[src/rtl/uart_bus_sequencer_if.sv]
// Host-port bundle between uart_bus_sequencer and its clients/UART: request streams
// (config, TX, RX) plus the chip-select/strobe bus to the UART host port.
interface uart_bus_sequencer_if;
   logic       cfg_valid;
   logic [7:0] cfg_data;
   logic       cfg_ready;
   logic       cfg_done;
   logic       tx_valid;
   logic [7:0] tx_data;
   logic       tx_ready;
   logic       rx_valid;
   logic [7:0] rx_data;
   logic       rx_ready;
   logic       busy;
   logic       uart_C_nD;
   logic       uart_n_RD;
   logic       uart_n_WR;
   logic       uart_n_CS;
   logic [7:0] uart_DATA_IN;
   logic [7:0] uart_DATA_OUT;
   logic       uart_Rx_RDY;
   logic       uart_Tx_RDY;

   modport master (
      input  cfg_valid, cfg_data, tx_valid, tx_data, rx_ready,
      input  uart_DATA_OUT, uart_Rx_RDY, uart_Tx_RDY,
      output cfg_ready, cfg_done, tx_ready, rx_valid, rx_data, busy,
      output uart_C_nD, uart_n_RD, uart_n_WR, uart_n_CS, uart_DATA_IN
   );

   modport slave (
      output cfg_valid, cfg_data, tx_valid, tx_data, rx_ready,
      output uart_DATA_OUT, uart_Rx_RDY, uart_Tx_RDY,
      input  cfg_ready, cfg_done, tx_ready, rx_valid, rx_data, busy,
      input  uart_C_nD, uart_n_RD, uart_n_WR, uart_n_CS, uart_DATA_IN
   );
endinterface

[src/rtl/uart_bus_sequencer.sv]
// Host-side bus master for the UART host port: arbitrates config/TX/RX requests
// (config first, RX/TX round-robin) into timed n_CS/n_WR/n_RD cycles.
module uart_bus_sequencer #(
   parameter logic [7:0]  CFG_DEFAULT   = 8'h14,
   parameter bit          AUTO_CFG      = 1'b1,
   parameter int unsigned STROBE_CYCLES = 2,
   parameter int unsigned GAP_CYCLES    = 4
) (
   input logic                   clk,
   input logic                   rst,
   uart_bus_sequencer_if.master  bus
);

   localparam int unsigned CNT_MAX = (STROBE_CYCLES > GAP_CYCLES) ? STROBE_CYCLES : GAP_CYCLES;
   localparam int unsigned CW      = $clog2(CNT_MAX + 1);
   localparam logic [CW-1:0] STROBE_LOAD  = CW'(STROBE_CYCLES - 1);
   // The IDLE grant cycle supplies the last n_CS-high gap cycle, so RECOVER is one shorter.
   localparam logic [CW-1:0] RECOVER_LOAD = CW'((GAP_CYCLES >= 2) ? (GAP_CYCLES - 2) : 0);

   typedef enum logic [2:0] {IDLE, SETUP, STROBE, HOLD, RECOVER} state_e;
   typedef enum logic [1:0] {ACC_CFG, ACC_TX, ACC_RX} acc_e;

   state_e        state_q, state_d;
   acc_e          acc_q, acc_d;
   logic [CW-1:0] cnt_q, cnt_d;
   logic [7:0]    din_q, din_d;
   logic          auto_q, auto_d;
   logic          rr_tx_q, rr_tx_d;
   logic          cfg_done_q, cfg_done_d;
   logic          rx_valid_q, rx_valid_d;
   logic [7:0]    rx_data_q, rx_data_d;
   logic          n_cs_q, n_cs_d;
   logic          n_wr_q, n_wr_d;
   logic          n_rd_q, n_rd_d;
   logic          cnd_q, cnd_d;
   logic          cfg_ready, tx_ready;
   logic          rx_elig, tx_elig;

   always_ff @(posedge clk or posedge rst) begin
      if (rst) begin
         state_q    <= IDLE;
         acc_q      <= ACC_CFG;
         cnt_q      <= '0;
         din_q      <= '0;
         auto_q     <= AUTO_CFG;
         rr_tx_q    <= 1'b0;
         cfg_done_q <= 1'b0;
         rx_valid_q <= 1'b0;
         rx_data_q  <= '0;
         n_cs_q     <= 1'b1;
         n_wr_q     <= 1'b1;
         n_rd_q     <= 1'b1;
         cnd_q      <= 1'b1;
      end else begin
         state_q    <= state_d;
         acc_q      <= acc_d;
         cnt_q      <= cnt_d;
         din_q      <= din_d;
         auto_q     <= auto_d;
         rr_tx_q    <= rr_tx_d;
         cfg_done_q <= cfg_done_d;
         rx_valid_q <= rx_valid_d;
         rx_data_q  <= rx_data_d;
         n_cs_q     <= n_cs_d;
         n_wr_q     <= n_wr_d;
         n_rd_q     <= n_rd_d;
         cnd_q      <= cnd_d;
      end
   end

   always_comb begin
      state_d    = state_q;
      acc_d      = acc_q;
      cnt_d      = cnt_q;
      din_d      = din_q;
      auto_d     = auto_q;
      rr_tx_d    = rr_tx_q;
      cfg_done_d = cfg_done_q;
      rx_valid_d = rx_valid_q;
      rx_data_d  = rx_data_q;
      cfg_ready  = 1'b0;
      tx_ready   = 1'b0;

      rx_elig = cfg_done_q & bus.uart_Rx_RDY & ~rx_valid_q;
      tx_elig = cfg_done_q & bus.tx_valid & bus.uart_Tx_RDY;

      if (rx_valid_q && bus.rx_ready) rx_valid_d = 1'b0;

      case (state_q)
         IDLE: begin
            if (auto_q) begin
               acc_d   = ACC_CFG;
               din_d   = CFG_DEFAULT;
               auto_d  = 1'b0;
               state_d = SETUP;
            end else if (bus.cfg_valid) begin
               acc_d     = ACC_CFG;
               din_d     = bus.cfg_data;
               cfg_ready = 1'b1;
               state_d   = SETUP;
            end else if (rx_elig && (!tx_elig || !rr_tx_q)) begin
               acc_d   = ACC_RX;
               rr_tx_d = 1'b1;
               state_d = SETUP;
            end else if (tx_elig) begin
               acc_d    = ACC_TX;
               din_d    = bus.tx_data;
               tx_ready = 1'b1;
               rr_tx_d  = 1'b0;
               state_d  = SETUP;
            end
         end
         SETUP: begin
            cnt_d   = STROBE_LOAD;
            state_d = STROBE;
         end
         STROBE: begin
            if (cnt_q == '0) begin
               state_d = HOLD;
               if (acc_q == ACC_RX) begin
                  rx_data_d  = bus.uart_DATA_OUT;
                  rx_valid_d = 1'b1;
               end
            end else begin
               cnt_d = cnt_q - CW'(1);
            end
         end
         HOLD: begin
            if (acc_q == ACC_CFG) cfg_done_d = 1'b1;
            if (GAP_CYCLES >= 2) begin
               cnt_d   = RECOVER_LOAD;
               state_d = RECOVER;
            end else begin
               state_d = IDLE;
            end
         end
         RECOVER: begin
            if (cnt_q == '0) state_d = IDLE;
            else             cnt_d   = cnt_q - CW'(1);
         end
         default: state_d = IDLE;
      endcase

      // Bus pins are registered from the next state so they never glitch.
      n_cs_d = !(state_d inside {SETUP, STROBE, HOLD});
      n_wr_d = !((state_d == STROBE) && (acc_d != ACC_RX));
      n_rd_d = !((state_d == STROBE) && (acc_d == ACC_RX));
      cnd_d  = n_cs_d ? 1'b1 : (acc_d == ACC_CFG);
   end

   assign bus.cfg_ready    = cfg_ready;
   assign bus.tx_ready     = tx_ready;
   assign bus.cfg_done     = cfg_done_q;
   assign bus.rx_valid     = rx_valid_q;
   assign bus.rx_data      = rx_data_q;
   assign bus.busy         = (state_q != IDLE);
   assign bus.uart_n_CS    = n_cs_q;
   assign bus.uart_n_WR    = n_wr_q;
   assign bus.uart_n_RD    = n_rd_q;
   assign bus.uart_C_nD    = cnd_q;
   assign bus.uart_DATA_IN = din_q;

endmodule

[src/flat_wrapper.sv]
// flat-port wrapper written by rule: the top's interface ports become plain ports
module uart_bus_sequencer_flat 
#(
   parameter logic [7:0]  CFG_DEFAULT   = 8'h14,
   parameter bit          AUTO_CFG      = 1'b1,
   parameter int unsigned STROBE_CYCLES = 2,
   parameter int unsigned GAP_CYCLES    = 4
)
  (clk, rst, bus_cfg_valid, bus_cfg_data, bus_tx_valid, bus_tx_data, bus_rx_ready, bus_uart_DATA_OUT, bus_uart_Rx_RDY, bus_uart_Tx_RDY, bus_cfg_ready, bus_cfg_done, bus_tx_ready, bus_rx_valid, bus_rx_data, bus_busy, bus_uart_C_nD, bus_uart_n_RD, bus_uart_n_WR, bus_uart_n_CS, bus_uart_DATA_IN);
  uart_bus_sequencer_if bus_i ();
  input logic clk;
  input logic rst;
  input wire logic [$bits(bus_i.cfg_valid)-1:0] bus_cfg_valid;
  input wire logic [$bits(bus_i.cfg_data)-1:0] bus_cfg_data;
  input wire logic [$bits(bus_i.tx_valid)-1:0] bus_tx_valid;
  input wire logic [$bits(bus_i.tx_data)-1:0] bus_tx_data;
  input wire logic [$bits(bus_i.rx_ready)-1:0] bus_rx_ready;
  input wire logic [$bits(bus_i.uart_DATA_OUT)-1:0] bus_uart_DATA_OUT;
  input wire logic [$bits(bus_i.uart_Rx_RDY)-1:0] bus_uart_Rx_RDY;
  input wire logic [$bits(bus_i.uart_Tx_RDY)-1:0] bus_uart_Tx_RDY;
  output wire logic [$bits(bus_i.cfg_ready)-1:0] bus_cfg_ready;
  output wire logic [$bits(bus_i.cfg_done)-1:0] bus_cfg_done;
  output wire logic [$bits(bus_i.tx_ready)-1:0] bus_tx_ready;
  output wire logic [$bits(bus_i.rx_valid)-1:0] bus_rx_valid;
  output wire logic [$bits(bus_i.rx_data)-1:0] bus_rx_data;
  output wire logic [$bits(bus_i.busy)-1:0] bus_busy;
  output wire logic [$bits(bus_i.uart_C_nD)-1:0] bus_uart_C_nD;
  output wire logic [$bits(bus_i.uart_n_RD)-1:0] bus_uart_n_RD;
  output wire logic [$bits(bus_i.uart_n_WR)-1:0] bus_uart_n_WR;
  output wire logic [$bits(bus_i.uart_n_CS)-1:0] bus_uart_n_CS;
  output wire logic [$bits(bus_i.uart_DATA_IN)-1:0] bus_uart_DATA_IN;
  assign bus_i.cfg_valid = bus_cfg_valid;
  assign bus_i.cfg_data = bus_cfg_data;
  assign bus_i.tx_valid = bus_tx_valid;
  assign bus_i.tx_data = bus_tx_data;
  assign bus_i.rx_ready = bus_rx_ready;
  assign bus_i.uart_DATA_OUT = bus_uart_DATA_OUT;
  assign bus_i.uart_Rx_RDY = bus_uart_Rx_RDY;
  assign bus_i.uart_Tx_RDY = bus_uart_Tx_RDY;
  assign bus_cfg_ready = bus_i.cfg_ready;
  assign bus_cfg_done = bus_i.cfg_done;
  assign bus_tx_ready = bus_i.tx_ready;
  assign bus_rx_valid = bus_i.rx_valid;
  assign bus_rx_data = bus_i.rx_data;
  assign bus_busy = bus_i.busy;
  assign bus_uart_C_nD = bus_i.uart_C_nD;
  assign bus_uart_n_RD = bus_i.uart_n_RD;
  assign bus_uart_n_WR = bus_i.uart_n_WR;
  assign bus_uart_n_CS = bus_i.uart_n_CS;
  assign bus_uart_DATA_IN = bus_i.uart_DATA_IN;
  uart_bus_sequencer #(.CFG_DEFAULT(CFG_DEFAULT), .AUTO_CFG(AUTO_CFG), .STROBE_CYCLES(STROBE_CYCLES), .GAP_CYCLES(GAP_CYCLES)) u_core (.clk(clk), .rst(rst), .bus(bus_i));
endmodule
[config.mk]
export PLATFORM = sky130hd
export DESIGN_NAME = uart_bus_sequencer_flat
export DESIGN_NICKNAME = d
export VERILOG_FILES = /design/src/rtl/uart_bus_sequencer_if.sv /design/src/rtl/uart_bus_sequencer.sv /design/src/flat_wrapper.sv
export SDC_FILE = /design/constraint.sdc
export NUM_CORES = 1
export LEC_CHECK = 0
export ABC_CLOCK_PERIOD_IN_PS = 3400
export BUFFER_PORTS_ARGS = -buffer_cell sky130_fd_sc_hd__buf_2
export CORE_ASPECT_RATIO = 1.25
export CORE_MARGIN = 2
export CORE_UTILIZATION = 35
export DETAILED_ROUTE_END_ITERATION = 8
export PLACE_DENSITY = 0.63
export SYNTH_ARGS = -nofsm -noshare
export SYNTH_HDL_FRONTEND = slang
export SYNTH_SLANG_ARGS = --single-unit
[constraint.sdc]
create_clock -name clk -period 3.4 [get_ports clk]
set_input_delay 0.51 -clock clk [delete_from_list [all_inputs] [get_ports clk]]
set_output_delay 0.51 -clock clk [all_outputs]
set_load 0.05 [all_outputs]
* Yosys cells after proc, flatten, opt, wreduce, memory -nomap -nowiden
Index checks and enable logic that the tools add are counted.
W data, S select, Z words.
** Word-level totals
- Register bits after elaboration :: 32
- Bits of input ports :: 31
- Output and inout port bits :: 25
- Logic and storage cells :: 91
** Operators by class
- $add $sub $neg :: 1
- Equality and inequality tests :: 12
- Multiplexer cells :: 33
- Bitwise logic cells :: 7
- Reduce and logical (&&, ||, !) cells :: 25
** Operator list (number)
- $mux W8 :: 4
- $mux W3 :: 7
- $mux W1 :: 15
- $pmux W3 S5 :: 1
- $eq A3 B2 Y1 const B :: 4
- $reduce_bool A3 Y1 :: 4
- $mux W2 :: 5
- $pmux W3 S3 :: 1
- $eq A3 B1 Y1 const B :: 2
- $logic_not A3 Y1 :: 2
- $reduce_and A3 Y1 :: 2
- $logic_not A1 Y1 :: 5
- $and A1 B1 Y1 :: 4
- $eq A2 B2 Y1 const B :: 2
- $logic_and A1 B1 Y1 :: 4
- $logic_not A2 Y1 :: 2
- $ne A2 B2 Y1 const B :: 2
- $reduce_and A2 Y1 :: 2
- $reduce_and A4 Y1 :: 1
- $eq A3 B3 Y1 const B :: 1
- $ne A3 B2 Y1 const B :: 1
- $not A1 Y1 :: 3
- $sub A3 B1 Y3 const B :: 1
- $reduce_bool A2 Y1 :: 1
- 2 further kinds :: 2

* Depth between registers and ports, before layout
- Depth after elaboration :: 12
- Mapped depth :: 6
- Gate-level depth less buffers :: 6

* Worst setup path before layout
No wires, ideal clock.
- Path type :: flip-flop to output port
- Start :: register u_core.state_q[1]
- End :: output port bus_cfg_ready
- Data arrival time :: 2.348 ns
- Required time :: 2.890 ns
- Path slack :: 0.542 ns
- Cell stages (with the launch flop) :: 5
- Buffers on the path :: 1
- Path through :: dfrtp_1 > buf_4 > nor3_2 > inv_1 > nor3b_1
** On the way
- Longest elaborated chain between the ends :: 2
** Ends and longest elaborated chain
- start, declared :: line uart_bus_sequencer.sv:23 : state_e state_q, state_d;
- start signal, assigned :: line uart_bus_sequencer.sv:55 : state_q <= state_d;
- $logic_not A3 Y1 :: line uart_bus_sequencer.sv:89 : case (state_q)
- $mux W1 :: line uart_bus_sequencer.sv:89
- end, declared :: line flat_wrapper.sv:21 : output wire logic [$bits(bus_i.cfg_ready)-1:0] bus_cfg_ready;
No other way between the ends.

* Worst setup path after layout
- Start :: register u_core.state_q[0]
- End :: output port bus_tx_ready
** On the way
- Longest elaborated chain between the ends :: 2
** Ends and longest elaborated chain
- $logic_not A3 Y1 :: line uart_bus_sequencer.sv:89
- $mux W1 :: line uart_bus_sequencer.sv:89
- end, declared :: line flat_wrapper.sv:23 : output wire logic [$bits(bus_i.tx_ready)-1:0] bus_tx_ready;
No other way between the ends.

==> impl_metrics.csv <==
group,metric,value,unit
outcome,status,"finished clean",
logic_synthesis,synth.most_common_cell,"dfrtp_1",
sta,setup_tns,0,ns
logic_synthesis,synth_fa_ha_area_frac,0.02193,
worst_hold_path,hp-class,"primary input to async pin",
routing,drt_wl_total,3.257,mm
worst_setup_path,worst-path-max-fanout,12,
worst_setup_path,cp-start-kind,"register",
logic_synthesis,syn-num-nets,177,
logic_synthesis,muxShareOfSynthArea,0.1433,
floorplanning,start_util,0.3638,
routing,num_vias,1310,
global_route,grt_pass1_vias,1268,
run,cap_violations,0,
logic_synthesis,synthArstFlopShare,1.000,
place,post-place-ws,1.314,ns
routing,drt-vias-per-instance,5.019,
sta,whs,0.3008,ns
worst_setup_path,crit_type,"register to output pin",
place,post_dp_cell_area,0.001931,mm^2
clock_network,htree_num_levels,2,
logic_synthesis,synth_cells,144,
cells_and_area,final_layout_size_suffix_gt1_frac,0.4286,
logic_synthesis,synth_edf_count,0,
clock_network,holdBufCountCts,0,
sta,setup_slack,1.005,ns
routing,wl_per_cell,12.48,um
place,place_inst,253,
floorplanning,dieWidth,64.43,um
logic_synthesis,synth_area,0.001598,mm^2
clock_network,cts_root_buf,"clkbuf_8",
logic_synthesis,synth_top_family_by_area,"simple AND/OR/NAND/NOR gates",
place,port_buffers,55,
routing,firstDrtPassIters,4,
power_and_ir_drop,cellLeakagePower,0.9610,nW
worst_setup_path,crit_path_end_kind,"output pin",
logic_synthesis,synth_seq_cells,32,
cells_and_area,instances_no_fill,261,
place,post-dp-hpwl,2.545,mm
floorplanning,core_area,0.004392,mm^2
cells_and_area,finalNetCount,235,
sta,rsz0062_at_grt,"false",
clock_network,cts_made_buffers,5,
logic_synthesis,ys_warn_count,0,
global_route,grtUsageTotal,0.1344,
sta,worst_clock_skew,0.006670,ns
global_route,grt_pass1_wl,5.464,mm
clock_network,clock-sinks,32,
worst_setup_path,crit_arrival,1.88,ns
floorplanning,rows,27,
cells_and_area,final_area,0.002021,mm^2
logic_synthesis,synth-simple-area-share,0.1707,
logic_synthesis,synth_area_leaders,"dfrtp_1 42%, mux2_2 11%, dfstp_2 8.2%, mux2i_1 3.8%, nor2_1 3.3%",
sta,fmax,0.4176,GHz
clock_network,clockBufferDepth,2,
floorplanning,dieArea,0.005125,mm^2
logic_synthesis,synth_top_cell_area_share,0.4229,
logic_synthesis,avgSynthCellArea,11.10,um^2
sta,final_hold_viol_count,0,
cells_and_area,diodes,0,
routing,drc_errors,0,
floorplanning,pin_count,56,
sta,worstMarginPinSlew,0.4534,ns
power_and_ir_drop,totalPowerFinal,2.213,mW
clock_network,cts.clk_slew.worst_paths,0.06,ns
logic_synthesis,synth_cell_types,43,
power_and_ir_drop,ir_drop,501.4,uV
sta,final_max_slew_viol_count,0,
sta,setup_violations,0,
cells_and_area,areaGrowthSynthToFinish,26.47,%
sta,period_minus_slack,2.395,ns
global_route,grt_antenna_before_repair,0,
clock_network,cts_resized,0,
logic_synthesis,yosysSeqAreaShare,0.5051,
floorplanning,die_y,79.54,um
logic_synthesis,synth.largest_area_cell,"dfrtp_1",
logic_synthesis,synth-main-ff-cell,"dfrtp_1",
routing,ant_nets,0,
logic_synthesis,synth_compound_area_frac,0.1175,
worst_setup_path,required,2.89,ns
logic_synthesis,synth_common_cells,"27 x dfrtp_1, 15 x mux2_2, 14 x nor2_1",
place,gp_congestion,0.7548,
sta,slew_headroom,0.6959,
clock_network,clk_latency,0.28,ns
power_and_ir_drop,p_per_area,1095,mW/mm^2
routing,drtIter0Drc,25,
clock_network,tritoncts,"done",
global_route,grt_max_degree,33,
global_route,overflow,0,
sta,post-route-period-util,0.7043,
cells_and_area,post-route-util,0.4601,
clock_network,post_cts_buffers,0,
logic_synthesis,synth-xor-area-share,0.01096,
==> routing by layer <==
metal | track usage | wire length [um]
met1 | 0.1509 | 1381
met2 | 0.2521 | 1681
met3 | 0.02539 | 154
met4 | 0.04468 | 40
met5 | 0 | 0
==> critical path, stage by stage, from the launching register on <==
cell	delay, ns
dfrtp_1	0.52
nor3_2	0.42
o2111ai_1	0.22
nor3_1	0.16
buf_2	0.29
==> area by class of cell <==
type	instances	area (um^2)
Fill cell	447	2371
Clock buffer	8	90.09
Timing Repair Buffer	56	282.8
Tap cell	58	72.57
Sequential cell	32	807.0
Inverter	7	26.28
Multi-Input combinational cell	100	742.0
==> state kept, by name, indices dropped and copies added (netlist names), 2 cells and up <==
name	cells
u_core.bus.rx_data	8
u_core.bus.uart_DATA_IN	8
u_core.cnt_q	3
u_core.state_q	3
u_core.acc_q	2
==> final timing paths <==
path,from,endpoint,slack [ns],depth (start not counted)
min in group clk,bus_uart_DATA_OUT[3],u_core.bus.rx_data[3]$_DFFE_PP0P_,0.46,2
max,u_core.state_q[0]$_DFF_PP0_,bus_tx_ready,1.01,4
max in group asynchronous,rst,u_core.bus.uart_n_WR$_DFF_PP1_,2.76,3
min reg2reg,u_core.bus.rx_data[6]$_DFFE_PP0P_,u_core.bus.rx_data[6]$_DFFE_PP0P_,0.50,1
min,rst,u_core.bus.rx_data[6]$_DFFE_PP0P_,0.30,3
max reg2reg,u_core.state_q[2]$_DFF_PP0_,u_core.bus.rx_data[0]$_DFFE_PP0P_,1.32,4
==> where the power goes <==
group	total, mW	switching (mW)	internal, mW	leakage, nW
clock network	0.291	0.126	0.165	0.0455
registers	0.723	0.153	0.571	0.383
logic	1.20	0.813	0.387	0.532
==> placed cells by master, fill, tap and decap left out, types with 2 or more instances in the layout <==
| cell type | count |
|---|---|
| a22oi_1 | 2 |
| ha_1 | 2 |
| o31ai_1 | 3 |
| a211oi_1 | 3 |
| nor2_1 | 14 |
| o21ai_0 | 5 |
| nand3b_1 | 2 |
| mux2_2 | 15 |
| o22ai_1 | 2 |
| dfrtp_1 | 27 |
| xnor2_1 | 2 |
| clkbuf_8 | 6 |
| inv_1 | 7 |
| buf_2 | 55 |
| nor2b_1 | 3 |
| nor3_1 | 6 |
| and2_1 | 2 |
| mux2i_1 | 6 |
| nand2_1 | 4 |
| a21oi_1 | 6 |
| nand2b_1 | 2 |
| clkbuf_1 | 2 |
| dfstp_2 | 5 |
| nand3_1 | 2 |
==> kinds of logic after synthesis <==
kind of cell               Yosys count
adders and majority gates            3
AOI/OAI and AO/OA                   28
buffers and inverters               12
muxes                               21
xor gates and xnor gates             2
and+or+nand+nor                     46
DFF                                 32
(Power assumes the default switching activity.)
